===== config.mk =====
export PLATFORM = sky130hd
export DESIGN_NAME = card_shoe_flat
export DESIGN_NICKNAME = d
export VERILOG_FILES = /design/src/rtl/card_shoe_if.sv /design/src/rtl/card_shoe.sv /design/src/flat_wrapper.sv
export SDC_FILE = /design/constraint.sdc
export NUM_CORES = 1
export LEC_CHECK = 0
export CAP_MARGIN = 10
export CORE_UTILIZATION = 45
export CTS_CLUSTER_DIAMETER = 100
export DETAILED_ROUTE_END_ITERATION = 7
export PLACE_DENSITY_LB_ADDON = 0.08
export SYNTH_ARGS = -nofsm -noshare
export SYNTH_HDL_FRONTEND = slang
export SYNTH_SLANG_ARGS = --single-unit

===== constraint.sdc =====
create_clock -name clk -period 4.3 [get_ports clk]
set_clock_uncertainty 0.1 [all_clocks]
set_input_delay 1.075 -clock clk [delete_from_list [all_inputs] [get_ports clk]]
set_output_delay 1.075 -clock clk [all_outputs]
set_load 0.01 [all_outputs]

===== src/rtl/card_shoe_if.sv =====
// card_shoe_if: request/response bus between the game FSM (master) and the card shoe (slave)
// Signals: card_req, shuffle (master -> shoe); card_valid, card_rank[3:0], card_value[5:0],
//          card_suit[1:0], cards_left[5:0], busy (shoe -> master)
interface card_shoe_if;
  logic card_req;
  logic shuffle;
  logic card_valid;
  logic [3:0] card_rank;
  logic [5:0] card_value;
  logic [1:0] card_suit;
  logic [5:0] cards_left;
  logic busy;
  modport master(output card_req, shuffle, input card_valid, card_rank, card_value, card_suit, cards_left, busy);
  modport slave(input card_req, shuffle, output card_valid, card_rank, card_value, card_suit, cards_left, busy);
endinterface


===== src/rtl/card_shoe.sv =====
// card_shoe: one 52-card deck dealt without replacement over a req/valid handshake
// Ports: clk; reset (synchronous, active-low); bus (card_shoe_if.slave):
//   card_req/shuffle in (sampled only in IDLE), card_valid one-cycle pulse, card_rank 1..13,
//   card_value blackjack value, card_suit 0..3, cards_left 0..52, busy (not IDLE).
// Build option: define FIXED_DECK_EN to start every seek at slot 0 (deterministic deal order).
module card_shoe #(
  parameter logic [15:0] LFSR_SEED = 16'hACE1,
  parameter int DECK_SIZE = 52
) (
  input logic clk,
  input logic reset,
  card_shoe_if.slave bus
);
  localparam logic [15:0] SEED = (LFSR_SEED == 16'h0000) ? 16'h0001 : LFSR_SEED;
  localparam logic [5:0] N = 6'(DECK_SIZE);
  typedef enum logic [1:0] {IDLE, SHUFFLE, SEEK, DEAL} state_t;
  state_t state, state_nx;
  logic [15:0] lfsr;
  logic [51:0] used;
  logic [5:0] idx, start, left, base;
  logic pend;
  logic [1:0] suit_s, suit;
  logic [3:0] rank_s, rank;
  logic [5:0] value;
`ifdef FIXED_DECK_EN
  assign start = '0;
`else
  // LFSR[5:0] spans 0..63; fold the top 12 values back into the deck
  assign start = (lfsr[5:0] >= N) ? lfsr[5:0] - N : lfsr[5:0];
`endif
  // slot -> suit/rank without a divider: suit = s/13, rank = s%13 + 1
  assign suit_s = (idx >= 6'd39) ? 2'd3 : (idx >= 6'd26) ? 2'd2 : (idx >= 6'd13) ? 2'd1 : 2'd0;
  assign base = 6'(suit_s) * 6'd13;
  assign rank_s = 4'(idx - base + 6'd1);
  always_comb begin
    state_nx = state;
    unique case (state)
      IDLE: state_nx = bus.shuffle ? SHUFFLE : !bus.card_req ? IDLE : (left == '0) ? SHUFFLE : SEEK;
      SHUFFLE: state_nx = pend ? SEEK : IDLE;
      SEEK: state_nx = used[idx] ? SEEK : DEAL;
      DEAL: state_nx = IDLE;
    endcase
  end
  always_ff @(posedge clk) begin
    if (!reset) begin
      state <= IDLE;
      lfsr <= SEED;
      used <= '0;
      left <= N;
      idx <= '0;
      pend <= 1'b0;
      rank <= '0;
      value <= '0;
      suit <= '0;
    end else begin
      state <= state_nx;
      lfsr <= {lfsr[14:0], lfsr[15] ^ lfsr[13] ^ lfsr[12] ^ lfsr[10]};
      // pend only matters in SHUFFLE, which is entered solely from IDLE
      if (state == IDLE) pend <= bus.card_req;
      if (state == IDLE || state == SHUFFLE) idx <= start;
      if (state == SHUFFLE) begin
        used <= '0;
        left <= N;
      end
      if (state == SEEK) begin
        if (used[idx]) idx <= (idx == N - 6'd1) ? '0 : idx + 6'd1;
        else begin
          used[idx] <= 1'b1;
          left <= left - 6'd1;
          rank <= rank_s;
          value <= (rank_s > 4'd10) ? 6'd10 : {2'b00, rank_s};
          suit <= suit_s;
        end
      end
    end
  end
  assign bus.card_valid = (state == DEAL);
  assign bus.busy = (state != IDLE);
  assign bus.card_rank = rank;
  assign bus.card_value = value;
  assign bus.card_suit = suit;
  assign bus.cards_left = left;
endmodule


===== src/flat_wrapper.sv =====
// flat-port wrapper written by rule: the top's interface ports become plain ports
module card_shoe_flat 
#(
  parameter logic [15:0] LFSR_SEED = 16'hACE1,
  parameter int DECK_SIZE = 52
)
  (clk, reset, bus_card_req, bus_shuffle, bus_card_valid, bus_card_rank, bus_card_value, bus_card_suit, bus_cards_left, bus_busy);
  card_shoe_if bus_i ();
  input logic clk;
  input logic reset;
  input wire logic [$bits(bus_i.card_req)-1:0] bus_card_req;
  input wire logic [$bits(bus_i.shuffle)-1:0] bus_shuffle;
  output wire logic [$bits(bus_i.card_valid)-1:0] bus_card_valid;
  output wire logic [$bits(bus_i.card_rank)-1:0] bus_card_rank;
  output wire logic [$bits(bus_i.card_value)-1:0] bus_card_value;
  output wire logic [$bits(bus_i.card_suit)-1:0] bus_card_suit;
  output wire logic [$bits(bus_i.cards_left)-1:0] bus_cards_left;
  output wire logic [$bits(bus_i.busy)-1:0] bus_busy;
  assign bus_i.card_req = bus_card_req;
  assign bus_i.shuffle = bus_shuffle;
  assign bus_card_valid = bus_i.card_valid;
  assign bus_card_rank = bus_i.card_rank;
  assign bus_card_value = bus_i.card_value;
  assign bus_card_suit = bus_i.card_suit;
  assign bus_cards_left = bus_i.cards_left;
  assign bus_busy = bus_i.busy;
  card_shoe #(.LFSR_SEED(LFSR_SEED), .DECK_SIZE(DECK_SIZE)) u_core (.clk(clk), .reset(reset), .bus(bus_i));
endmodule

# == Word level (Yosys, flattened, before mapping) ==
# Cells that the tools add are included.
# word_totals
out_inout_bits,20
reg_bits,95
elab_cells,63
# op_classes
muxes,26
n_eq_ne,4
magnitude_cmp,7
bitwise_logic,5
n_reduce_logical,6
multipliers,1
addsub,5
# op_table
cell,n
$mux W52,4
$or A52 B52 Y52,1
$mux W6,8
$ge A6 B6 Y1 const B,2
$mux W2,6
$pmux W2 S4,1
$lt A6 B7 Y1 const B,1
$add A6 B1 Y6 const B,1
$bmux W1 S6,1
$demux W1 S6,1
$eq A6 B6 Y1 const B,1
$ge A6 B1 Y1 const B,1
$ge A6 B4 Y1 const B,1
$ge A6 B5 Y1 const B,1
$logic_not A6 Y1,1
$sub A6 B1 Y6 const B,1
$sub A6 B6 Y6 const B,1
$add A4 B1 Y4 const B,1
$eq A2 B2 Y1 const B,2
$gt A4 B4 Y1 const B,1
$mul A2 B4 Y4 const B,1
$mux W1,4
$mux W4,1
$sub A4 B4 Y4,1
8 further kinds,10

# == Longest topological paths before layout ==
# depth
word_depth,9
ltp_mapped,18
mapped_depth_nobuf,16

# == Worst setup path before layout ==
# No wires, ideal clock.
# synth_path
path_type,register -> register
from,register u_core.idx[1]
to,"register u_core.value[1], in the netlist u_core.bus.card_value[1]"
path_stages_with_launch,17
required_ns,4.066
setup_time_ns,0.134
arrival_time_ns,3.161
path_slack_ns,0.905
period_less_slack_ns,3.395
cell_sequence,dfxtp_1 -> buf_6 -> buf_2 -> inv_1 -> ha_1 -> nand2b_1 -> a311o_1 -> nand2b_1 -> nand2_1 -> ha_1 -> fa_1 -> xor2_1 -> xnor2_1 -> nand3_1 -> and2_1 -> a21oi_1 -> a211oi_1
# synth_between
elab_chain_len,9
# synth_rtl
item,line,text
"start, declared",card_shoe.sv:20,"logic [5:0] idx, start, left, base;"
"start signal, assigned",card_shoe.sv:60,if (state == IDLE || state == SHUFFLE) idx <= start;
"start signal, assigned",card_shoe.sv:66,if (used[idx]) idx <= (idx == N - 6'd1) ? '0 : idx + 6'd1;
$ge A6 B4 Y1,card_shoe.sv:32,assign suit_s = (idx >= 6'd39) ? 2'd3 : (idx >= 6'd26) ? 2'd2 : (idx >= 6'd13) ? 2'd1 : 2'd0;
$mux W1,card_shoe.sv:32,
$mux W2,card_shoe.sv:32,
$mux W2 (*),card_shoe.sv:32,
via u_core.suit_s[0],card_shoe.sv:22,"logic [1:0] suit_s, suit;"
$mul A2 B4 Y4 (*),card_shoe.sv:33,assign base = 6'(suit_s) * 6'd13;
$sub A4 B4 Y4 (*),card_shoe.sv:34,assign rank_s = 4'(idx - base + 6'd1);
$add A4 B1 Y4 (*),card_shoe.sv:34,
$gt A4 B4 Y1,card_shoe.sv:71,"value <= (rank_s > 4'd10) ? 6'd10 : {2'b00, rank_s};"
$mux W4 (*),card_shoe.sv:71,
"end signal, assigned",card_shoe.sv:71,
"end, declared",card_shoe.sv:24,logic [5:0] value;
# Mark *: on every way through the listed nets, which the timed path passes. The rest lies on a longest branch. The select of a mux whose other input is x is not followed.
# A chain may end at the register's enable or synchronous reset.

# == Worst setup path after layout ==
# layout_path
from,register u_core.idx[1]
to,"register u_core.value[2], in the netlist u_core.bus.card_value[2]"
# Same word-level chain as after synthesis.

==> results.sh <==
export IMPL_crit_slowest_cell="dfxtp_1"
export IMPL_ir_worst_vdd_uv=240.1
export IMPL_gp_congestion=0.7838
export IMPL_tightest_slew_ps=911.0
export IMPL_grt_pass1_wl_um=17880
export IMPL_final_nets=474
export IMPL_area_growth_pct=10.41
export IMPL_layout_setup_ws_ps=667.0
export IMPL_power_frac_comb_pct=22.8
export IMPL_maxCapViolCount=0
export IMPL_cts_repair_resized=0
export IMPL_reg2regPathDepth=14
export IMPL_setup_viol=0
export IMPL_period_minus_slack_ps=3633
export IMPL_cp_end_kind="flip-flop"
export IMPL_fp_dieW_um=101.8
export IMPL_grtUsageTotal_pct=22.89
export IMPL_io_pins=24
export IMPL_hpwl_um=6903
export IMPL_p_seq_share_pct=47.1
export IMPL_synth_area_per_cell_um2=9.872
export IMPL_hp_class="reg -> reg"
export IMPL_seq_area_frac_synth_pct=41.54
export IMPL_grt_overflow=0
export IMPL_rr_endpoint="u_core.bus.card_value[2]"
export IMPL_post_cts_buffers=0
export IMPL_antenna_cells=0
export IMPL_cp_data_arrival_time_ps=3820
export IMPL_max_freq_mhz=275.3
export IMPL_drc=0
export IMPL_start_util_pct=46.06
export IMPL_synthCells=454
export IMPL_die_h_um=101.8
export IMPL_numCtsBuffers=9
export IMPL_critPathKind="reg -> reg"
export IMPL_holdWs_ps=312.6
export IMPL_r2r_setup_slack_ps=670
export IMPL_rsz0062_at_grt="false"
export IMPL_first_global_vias=3364
export IMPL_min_to="u_core.lfsr[7]"
export IMPL_path_cells="inv_1 > ha_1 > nand2b_1 > a311o_1 > nand2b_1 > nand2_1 > ha_1 > fa_1 > xor2_1 > xnor2_1 > nand3_1 > a21boi_0 > nand4_1 > a21oi_1"
export IMPL_rows=36
export IMPL_cts_path_max_buffers=2
export IMPL_sw_frac_of_total_pct=32.38
export IMPL_cts_root_buf="clkbuf_8"
export IMPL_finalWirelength_um=10970
export IMPL_power_w=0.001978
export IMPL_viasPerCell=5.992
export IMPL_portBuffers=21
export IMPL_dieArea_mm2=0.01036
export IMPL_required_ps=4490
export IMPL_final_util_pct=50.86
export IMPL_firstDrtPassIters=4
export IMPL_ys_flop_type="dfxtp_1"
export IMPL_wl_per_cell_um=18.44
export IMPL_fin_crit_sh_pct=84.49
export IMPL_intPower_w=0.001337
export IMPL_antenna_found_initial=0
export IMPL_final_hold_viol_count=0
export IMPL_drtIter0Drc=226
export IMPL_crit_reg2reg_launch="u_core.idx[1]"
export IMPL_status="complete, no violations"
export IMPL_htreeDepth=3
export IMPL_ys_seq_elements=93
export IMPL_clk_latency_ps=370
export IMPL_crit_path_start_kind="flip-flop"
export IMPL_cts_tree="done"
export IMPL_drive_gt1_share_pct=9.957
export IMPL_holdPathStages=1
export IMPL_clkPwrFrac_pct=30.1
export IMPL_clock_sinks=93
export IMPL_clk_pin_slew_worst_paths_ps=100
export IMPL_cts_hold_buffers=0
export IMPL_synth_edf_count=0
export IMPL_ant_nets=0
export IMPL_crit_fanout=12
export IMPL_finalMaxSlewViolations=0
export IMPL_min_from="u_core.lfsr[6]"
export IMPL_core_area_mm2=0.009729
export IMPL_detailedPlace_worstSlack_ps=723.3
export IMPL_cellPowerDensity_mw_per_mm2=399.6
export IMPL_maxSlewHeadroom_pct=39.26
export IMPL_syn_area_mm2=0.004482
export IMPL_p_leak_nw=1.695
export IMPL_vias=3565
export IMPL_critPathMaxStageDelay_ps=610
export IMPL_ys_types=61
export IMPL_async_flop_share_pct=0
export IMPL_power_switching_w=0.0006404
export IMPL_grt_max_degree=53
export IMPL_setup_tns_ps=0
export IMPL_yosys_warnings=0
## sequential cells by signal (all words and copies together) (netlist names)
signal	count
u_core.pend	1
u_core.state	2
u_core.bus.cards_left	6
u_core.idx	6
u_core.bus.card_rank	4
u_core.used	52
u_core.bus.card_value	4
u_core.bus.card_suit	2
u_core.lfsr	16
## layer usage
metal  vias up  wire (µm)  GRT usage [%]  share of wire [%]
met4         0        143          9.030                1.3
met1      1750       5209          31.23                 47
met2        84       5190          36.07                 47
met5         -          0              0                  0
met3        11        430          3.727                3.9
li1       1720          -              -                  -
## how the worst max path moves through the flow
stage	startpoint	endpoint	slack, ps	depth (start not counted)
2_1_floorplan	u_core.idx[1]	u_core.bus.card_value[1]	910	16
3_3_place_gp	u_core.idx[1]	u_core.bus.card_value[2]	830	14
3_5_place_dp	u_core.idx[1]	u_core.bus.card_value[2]	720	14
4_1_cts	u_core.idx[1]	u_core.bus.card_value[2]	690	14
5_1_grt	u_core.idx[1]	u_core.bus.card_value[2]	350	14
6_report	u_core.idx[1]	u_core.bus.card_value[2]	670	14
## power groups by stage
stage	Sequential, W	Combinational (W)	Clock (W)
2_1_floorplan	0.000939	0.000335	0
3_5_place_dp	0.000952	0.000449	0
4_1_cts	0.000932	0.000451	0.000613
3_3_place_gp	0.000951	0.000446	0
5_1_grt	0.000939	0.000496	0.000649
6_report	0.000932	0.000452	0.000594
## worst max-delay path, delay by kind of cell (launching register included)
kind            cells  cell delay [ps]
compound gates      3              760
xor+xnor            2              370
fa+ha+maj           3              980
buf+inv             1              180
flops               1              610
simple gates        5              550
## cells by family after synthesis
| logic type | share of synthesized area (%) |
|---|---|
| simple gates | 15.75 |
| compound gates | 22.86 |
| flops | 41.54 |
| buf+inv | 6.337 |
| mux | 8.152 |
| fa+ha+maj | 3.518 |
| xor+xnor | 1.759 |
| other cells | 0.08367 |
## per-stage QoR
| step | instances | instance area [µm²] |
|---|---|---|
| after floorplan | 455 | 4486 |
| after global placement | 580 | 4755 |
| after detailed placement | 580 | 4755 |
| after CTS | 595 | 4949 |
| after global routing | 595 | 4949 |
| final | 595 | 4949 |
## cell usage after synthesis, drive strengths merged, types with 3 or more instances
| library cell | count | area [µm²] |
|---|---|---|
| o31ai | 8 | 60.06 |
| buf | 21 | 137.6 |
| mux2 | 4 | 45.04 |
| xor2 | 3 | 26.28 |
| a21oi | 16 | 83.83 |
| mux2i | 23 | 230.2 |
| nand4 | 10 | 77.57 |
| dfxtp | 93 | 1862 |
| a31oi | 6 | 37.54 |
| clkbuf | 21 | 78.83 |
| nand2b | 13 | 81.33 |
| a22oi | 6 | 45.04 |
| nor3 | 13 | 81.33 |
| and2 | 11 | 68.82 |
| o211ai | 5 | 37.54 |
| nand2 | 28 | 105.1 |
| nor2 | 22 | 82.58 |
| ha | 11 | 137.6 |
| nor2b | 5 | 31.28 |
| a211oi | 5 | 42.54 |
| nand3 | 3 | 15.01 |
| a211o | 4 | 35.03 |
| inv | 16 | 60.05 |
| mux4 | 4 | 90.09 |
| a32o | 52 | 520.5 |
| nor4 | 8 | 65.06 |
| xnor2 | 6 | 52.55 |
| o21ai | 5 | 25.02 |
## cell usage in the layout, fill, tap and decap left out, drive strengths merged, types with 4 or more instances in the layout
master / n
clkbuf: 9
o31ai: 8
buf: 13
a211oi: 5
inv: 18
mux2: 4
and2: 11
o21ai: 5
dfxtp: 93
nor4: 8
clkdlybuf4s50: 21
a32o: 52
nor2: 22
a211o: 4
a31oi: 6
ha: 11
a22oi: 6
mux4: 4
nand2: 28
nor3: 13
nand2b: 13
o211ai: 5
mux2i: 23
a21oi: 16
xnor2: 6
nand4: 10
nor2b: 5
## layout make-up
| cell class | instances | area [µm²] |
|---|---|---|
| clock buffer | 9 | 123.9 |
| clock inverter | 6 | 70.07 |
| fill | 938 | 4781 |
| inverter | 18 | 67.56 |
| multi-input combinational | 302 | 2351 |
| sequential | 93 | 1862 |
| tap | 133 | 166.4 |
| timing repair buffer | 34 | 307.8 |
Power figures use the tool's default switching activity.
